$ cat src/rtl/unary_pkg.sv
// rtl/unary_pkg.sv - shared types and helpers for the unary stream decoder
package unary_pkg;

  typedef enum logic [1:0] {
    IDLE  = 2'd0,
    ACCUM = 2'd1,
    DONE  = 2'd2
  } state_t;

  // Number of enabled samples in one window.
  function automatic int unsigned windowLen(input int unsigned bw);
    return 32'd1 << bw;
  endfunction

  // Clamp a raw ones count to the largest value a bw-bit result can hold.
  function automatic logic [31:0] satCount(input logic [31:0] acc, input int unsigned bw);
    logic [31:0] maxVal;
    maxVal = (32'd1 << bw) - 32'd1;
    return (acc > maxVal) ? maxVal : acc;
  endfunction

endpackage

$ cat src/rtl/unary_ones_counter.sv
// rtl/unary_ones_counter.sv - sample counter and ones accumulator for one window
module unary_ones_counter
  import unary_pkg::*;
#(
  parameter int BITWIDTH = 8
) (
  input  logic              clk,
  input  logic              rst,
  input  logic              clear,
  input  logic              en,
  input  logic              bitIn,
  output logic              lastSample,
  output logic [BITWIDTH:0] count
);

  localparam int unsigned WIN = windowLen(BITWIDTH);
  localparam logic [BITWIDTH-1:0] LAST_IDX = BITWIDTH'(WIN - 1);

  logic [BITWIDTH-1:0] sampleCnt;

  // Count enabled samples and accumulate ones; the extra accumulator bit holds a full-ones window.
  always_ff @(posedge clk or posedge rst) begin
    if (rst) begin
      sampleCnt <= '0;
      count     <= '0;
    end else if (clear) begin
      sampleCnt <= '0;
      count     <= '0;
    end else if (en) begin
      sampleCnt <= sampleCnt + 1'b1;
      count     <= count + (BITWIDTH + 1)'(bitIn);
    end
  end

  assign lastSample = (sampleCnt == LAST_IDX);

endmodule

$ cat src/rtl/unary_stream_decoder.sv
// rtl/unary_stream_decoder.sv - counts ones over a 2^BITWIDTH sample window with valid/ack
module unary_stream_decoder
  import unary_pkg::*;
#(
  parameter int BITWIDTH = 8
) (
  input  logic                iClk,
  input  logic                iRst,
  input  logic                iStart,
  input  logic                iEn,
  input  logic                iBit,
  input  logic                iClr,
  input  logic                iAck,
  output logic                oBusy,
  output logic                oValid,
  output logic [BITWIDTH-1:0] oCnt
);

  state_t state, stateNext;

  logic              lastSample;
  logic [BITWIDTH:0] onesRaw;
  logic [BITWIDTH:0] onesFinal;
  logic              ctrClear;
  logic              ctrEn;
  logic              windowEnd;

  // A new window opens from IDLE, or straight from DONE when ack and start coincide.
  assign ctrClear  = iClr || (state == IDLE && iStart) || (state == DONE && iAck && iStart);
  assign ctrEn     = (state == ACCUM) && iEn && !iClr;
  assign windowEnd = ctrEn && lastSample;
  // The final sample is still in flight, so fold it into the captured total.
  assign onesFinal = onesRaw + (BITWIDTH + 1)'(iBit);

  unary_ones_counter #(
    .BITWIDTH(BITWIDTH)
  ) uCounter (
    .clk       (iClk),
    .rst       (iRst),
    .clear     (ctrClear),
    .en        (ctrEn),
    .bitIn     (iBit),
    .lastSample(lastSample),
    .count     (onesRaw)
  );

  // State register.
  always_ff @(posedge iClk or posedge iRst) begin
    if (iRst) state <= IDLE;
    else      state <= stateNext;
  end

  // Next-state logic; clear overrides every other transition.
  always_comb begin
    stateNext = state;
    if (iClr) begin
      stateNext = IDLE;
    end else begin
      case (state)
        IDLE:    if (iStart) stateNext = ACCUM;
        ACCUM:   if (windowEnd) stateNext = DONE;
        DONE:    if (iAck) stateNext = iStart ? ACCUM : IDLE;
        default: stateNext = IDLE;
      endcase
    end
  end

  // Result register: captured at window end, kept after ack, zeroed by clear.
  always_ff @(posedge iClk or posedge iRst) begin
    if (iRst) begin
      oCnt <= '0;
    end else if (iClr) begin
      oCnt <= '0;
    end else if (windowEnd) begin
      oCnt <= BITWIDTH'(satCount(32'(onesFinal), BITWIDTH));
    end
  end

  assign oBusy  = (state == ACCUM);
  assign oValid = (state == DONE);

endmodule

$ cat config.mk
export PLATFORM = sky130hd
export DESIGN_NAME = unary_stream_decoder
export DESIGN_NICKNAME = d
export VERILOG_FILES = /design/src/rtl/unary_pkg.sv /design/src/rtl/unary_ones_counter.sv /design/src/rtl/unary_stream_decoder.sv
export SDC_FILE = /design/constraint.sdc
export NUM_CORES = 1
export LEC_CHECK = 0
export CAP_MARGIN = 20
export CORE_UTILIZATION = 58
export CTS_BUF_LIST = sky130_fd_sc_hd__clkbuf_8
export CTS_CLUSTER_DIAMETER = 30
export DETAILED_ROUTE_END_ITERATION = 10
export PLACE_DENSITY = 0.82
export SLEW_MARGIN = 10
export SYNTH_ARGS = -nofsm -noshare
export SYNTH_HDL_FRONTEND = slang
export SYNTH_HIERARCHICAL = 1
export SYNTH_SLANG_ARGS = --single-unit
$ cat constraint.sdc
create_clock -name iClk -period 2.2 [get_ports iClk]
set_input_delay 0.44 -clock iClk [delete_from_list [all_inputs] [get_ports iClk]]
set_output_delay 0.44 -clock iClk [all_outputs]
set_load 0.01 [all_outputs]
Yosys cells after proc, flatten, opt, wreduce, memory -nomap -nowiden. Index checks and enable logic that the tools add are counted. W data, S select, Z words.

Bits in registers: 27. Input bits: 7. Word-level logic and storage cells: 39.

Add/subtract/negate cells: 2. Order comparisons: 1. Eq/ne operators: 6. Mux-type cells: 13. Reduce and logical (&&, ||, !) cells: 13.

Operators by type and width (number): $mux W8 (5); $mux W9 (2); $add A9 B1 Y9 (1); $gt A9 B8 Y1 const B (1); $add A8 B1 Y8 const B (1); $eq A8 B8 Y1 const B (1); $mux W2 (4); $logic_and A1 B1 Y1 (6); $ne A3 B3 Y1 const B (2); $pmux W2 S3 (1); $reduce_bool A2 Y1 (2); $ne A3 B2 Y1 const B (1); $reduce_and A3 Y1 (1); $eq A2 B1 Y1 const B (1); $eq A2 B2 Y1 const B (1); $logic_not A2 Y1 (1); $logic_or A1 B1 Y1 (2); $logic_not A1 Y1 (1); $mux W1 (1).

Depth between registers and ports, before layout.
Depth after elaboration: 7. Gate-level depth with buffers: 7.

Modules after synthesis. The synthesis kept the hierarchy.

By module, submodules not included: unary_ones_counter (times used 1, cells each 83, area each 848.3 sq um); unary_stream_decoder (times used 1, cells each 71, area each 690.7 sq um).

Worst setup path after synthesis. OpenSTA, ideal clock, no wires.

Path type: input port to flip-flop. Start: input port iAck. End: register uCounter.count[6]. Setup time: 77 ps. Data arrival time: 1663 ps. Data required time: 2123 ps. Setup slack: 460 ps. Stages on the path: 7. Path through: inv_1 a211o_1 nand2b_1 buf_4 o2111ai_2 or3_1 a21oi_1.

Word-level cells in the longest chain between the ends: 4.

Ends and longest elaborated chain: start: declaration (RTL line unary_stream_decoder.sv:13) `input logic iAck,`; $logic_and A1 B1 Y1 (*) (2 in series) (RTL line unary_stream_decoder.sv:29) `assign ctrClear = iClr || (state == IDLE && iStart) || (state == DONE && iAck && iStart);`; $logic_or A1 B1 Y1 (*) (RTL line unary_stream_decoder.sv:29); via ctrClear (RTL line unary_stream_decoder.sv:24) `logic ctrClear;`; $mux W9 or $reduce_bool A2 Y1 (tied branches); end signal: assignment (RTL line unary_ones_counter.sv:31) `count <= count + (BITWIDTH + 1)'(bitIn);`; end: declaration (RTL line unary_ones_counter.sv:13) `output logic [BITWIDTH:0] count`.

The timed path passes the listed nets; every way through them passes the cells marked *. A chain may end at the register's enable or synchronous reset.

Final worst setup path.
Start: input port iAck. End: register uCounter.count[7].

The elaborated chain is that of the path after synthesis.

==> impl.org <==
** Status
- Run status :: finished clean

** STA
- Setup repair after global routing left no endpoint under its margin.
- Final hold vios :: 0
- The routed design could run at a clock period as short as 2.016 ns.
- # setup viols final :: 0
- For the pin with the worst max-slew slack, the measured transition is 0.6373 ns.
- Setup Skew :: 0.006457 ns
- Adding up every negative setup slack in the final design gives 0 ns.
- Fraction of the cycle the final worst path needs :: 91.63%
- Fin. max-slew vios :: 0
- Hold_ws :: 0.4735 ns
- Relative slew margins :: 57.47%
- Fmax :: 496.1 MHz

** Critical path
- The worst register-to-register path begins at state[0].
- Setup crit start kind :: input pin
- Walking the worst path, the cells encountered are clkdlybuf4s50_1, inv_1, a211o_1, nand2b_1, o211ai_1, or4_1, a21oi_1.
- Delay of the slowest critical-path stage :: 0.50 ns
- Endpoint of the lowest-slack register-to-register path :: uCounter/count[7]
- Worst EP arrival :: 2.21 ns
- On the critical path, the stage with the largest delay is an instance of sky130_fd_sc_hd__or4_1.
- Reg2reg path depth :: 5
- Category of the critical setup timing path :: in2reg
- Setup slack of the worst register-to-register path :: 0.44 ns
- The worst setup path is captured at a flip-flop.
- On the critical path the largest part of the delay comes from compound AO/OA/AOI/OAI gates.
- Buf/Inv on CP :: 2
- Crit-path max FO :: 3
- STA puts the critical path data required time at 2.40 ns.

** Clock tree
- Clock-pin slew was measured on the worst setup and hold paths at 0.09 ns.
- TritonCTS clock tree :: yes
- Num CTS Buffers :: 3
- CTS built an H-tree with a depth of 1.
- The later pin in the worst-skew pair is clocked with a latency of 0.27 ns.
- Root buffer cell :: sky130_fd_sc_hd__clkbuf_8
- Post-CTS setup repair buffer count :: 0
- Clock Sinks :: 27
- Number of gates given a new drive strength after cts :: 0
- Buffers inserted to repair hold after CTS numbered 0.
- In this run the deepest clock path goes through 2 buffers.

** Global routing
- Most utilized layer in the global route result :: met2
- For this run, the total global-route usage over all layers was measured as 24.56%.
- In the global route stage, met1 resource usage came out at 30.34%.
- The number of global-route vias before repair was 1188.
- Global route overflow :: 0
- The initial antenna violation count is 0.
- Entering global routing, the biggest net connects 18 pins.
- Global routing used 3.448% of the available met3 tracks.
- Global routing met2 resource utilization :: 41.67%
- Global-route wire length before repair :: 5.009 mm

** Power and ir drop
- Power density of the placed cells :: 452.7 nW/um2
- Across the VDD grid, the largest voltage drop is 0.3853 mV.
- LEAKAGE :: 0.7930 nW
- Total power draw :: 848.6 uW

** Final layout
- The area growth from synthesis to layout is 21.79%.
- For this run, the post-layout net count is 199.
- Fraction of final layout cells sized beyond drive strength 1 :: 16.67%
- Once layout is done, the placed cells without fillers occupy 1874 um2.
- The number of antenna diodes in the final layout is 0.
- Once layout is complete, the utilization of the core stands at 74.98%.

** Yosys
- Yosys attributes the largest share of cell area to sky130_fd_sc_hd__dfrtp_1, sky130_fd_sc_hd__ha_1, sky130_fd_sc_hd__nor2_1.
- Nets in the synthesized netlist :: 166
- Yosys mapped a number of flops with a built-in enable equal to 0.
- The cell count after synthesis came out at 154.
- By count the netlist is led by sky130_fd_sc_hd__dfrtp_1, sky130_fd_sc_hd__nor2_1, sky130_fd_sc_hd__a21oi_1, sky130_fd_sc_hd__inv_1, sky130_fd_sc_hd__nand2_1.
- The number of different library cells used by synthesis comes to 40.
- Cell with the most instances after synthesis :: sky130_fd_sc_hd__dfrtp_1
- Most frequently used flop master after synthesis :: sky130_fd_sc_hd__dfrtp_1
- During synthesis, Yosys emitted a total of 6 warnings.
- Biggest area consumer among synthesized cells :: sky130_fd_sc_hd__dfrtp_1
- The top cell type by area accounts for 43.90% of the synthesized area.
- Post-synth design cell area :: 1539 um2
- Async set-or-reset flop fraction in the synthesized netlist :: 100.0%
- Synthesized flop and latch total :: 27
- After synthesis, flip-flops and latches occupy 43.90% of the total area.
- Syn_area_per_cell :: 9.993 um2

** Route
- Summed over all layers, the routed wires come to 3.100 mm.
- Using the TritonRoute via totals, the vias-per-cell ratio works out to 5.773.
- Detailed routing inserted a total of 1247 vias.
- Before antenna repair, the detailed router went through 4 iterations.
- Post-detailed-route wirelength per cell :: 14.35 um
- Post-route antenna net violation count :: 0
- DRC violations left :: 0
- The first routing iteration left 29 violations.

** Floorplanning
- From bottom edge to top edge, the die measures 53.51 um.
- The floorplan step defined a core boundary enclosing 2500 um2.
- The die is 53.51 um wide.
- Standard-cell row count :: 18
- Total die area :: 2863 um2
- Initial standard-cell utilization of the core :: 61.56%
- IO Count :: 17

** Place
- Placed wire-length estimate :: 2.394 mm
- Count of buffers inserted at the top-level ports :: 16
- The congestion estimate from routability-driven global placement came to 0.7687.
- Once placement finished, the instance area stood at 1829 um2.

** Hold path
- The min-delay analysis places its worst path in the category in2async.

** Run
- Number of maximum-capacitance constraint violations :: 0
## worst max-delay path by stage
stage | start | end | slack [ns] | depth (start not counted)
after global routing | iAck | uCounter/sampleCnt[7] | 0.07 | 8
after CTS | iAck | uCounter/count[6] | 0.19 | 8
final | iAck | uCounter/count[7] | 0.18 | 7
after floorplan | iAck | uCounter/count[6] | 0.46 | 7
after detailed placement | iAck | uCounter/sampleCnt[7] | -0.1 | 8
after global placement | iAck | uCounter/count[8] | -0.03 | 8
## registers in the layout, summed over array words and instances, names as in the netlist
signal,flops
oCnt,8
state,2
uCounter/count,9
uCounter/sampleCnt,8
## final cells by class
type	instances	area (um2)
fill	171	625.6
clock inverter	1	3.754
inverter	8	30.03
clock buffer	3	41.29
timing repair buffer	34	295.3
tap	30	37.54
sequential	27	675.6
multi-input combinational	113	790.8
## routing by layer
layer  vias to the layer above  wire [um]
met5                         -          0
met1                       607       1465
met4                         0         36
met2                        24       1512
li1                        612          -
met3                         4         86
## where the power goes
part	switching (mW)	internal, mW	leakage (nW)
clock network	0.153	0.125	0.0269
registers	0.00246	0.498	0.376
logic	0.0356	0.0344	0.390
## logic make-up (layout without fill, tap and decap cells)
logic type	after synthesis	in the layout	share of synthesized area, %
adder cells (fa/ha/maj)	5	5	4.065
buffers and inverters	14	46	4.715
multiplexers	3	3	1.951
AO/OA/AOI/OAI	32	32	14.72
flip-flops	27	27	43.90
AND/OR/NAND/NOR	61	61	23.82
XOR/XNOR	12	12	6.829
## stage by stage
| step | cells | setup slack [ns] |
|---|---|---|
| global route | 216 | 0.07175 |
| CTS | 216 | 0.1870 |
| global placement | 212 | -0.02821 |
| detailed placement | 212 | -0.09940 |
| finish | 216 | 0.1842 |
| floorplan | 154 | 0.4596 |
## cell usage in the layout (no fill, tap or decap), drive strengths merged, types with 4 or more instances in the layout
cell type / synthesis / final
inv: 8 / 9
or3: 5 / 5
xnor2: 6 / 6
nor2: 14 / 14
ha: 5 / 5
a22oi: 6 / 6
buf: 4 / 18
nand4: 6 / 6
nor3: 4 / 4
a21oi: 8 / 8
dfrtp: 27 / 27
nand2: 8 / 8
xor2: 6 / 6
nand2b: 7 / 7
nand3: 7 / 7
o21ai: 7 / 7
o31ai: 4 / 4
clkdlybuf4s50: 0 / 16
## worst register-to-register path, delay by kind of cell (launching register included)
| kind | cells | cell delay [ns] |
|---|---|---|
| AOI/OAI and AO/OA | 3 | 0.63 |
| and+or+nand+nor | 2 | 0.63 |
| DFF | 1 | 0.42 |
Power figures use the tool's default switching activity.
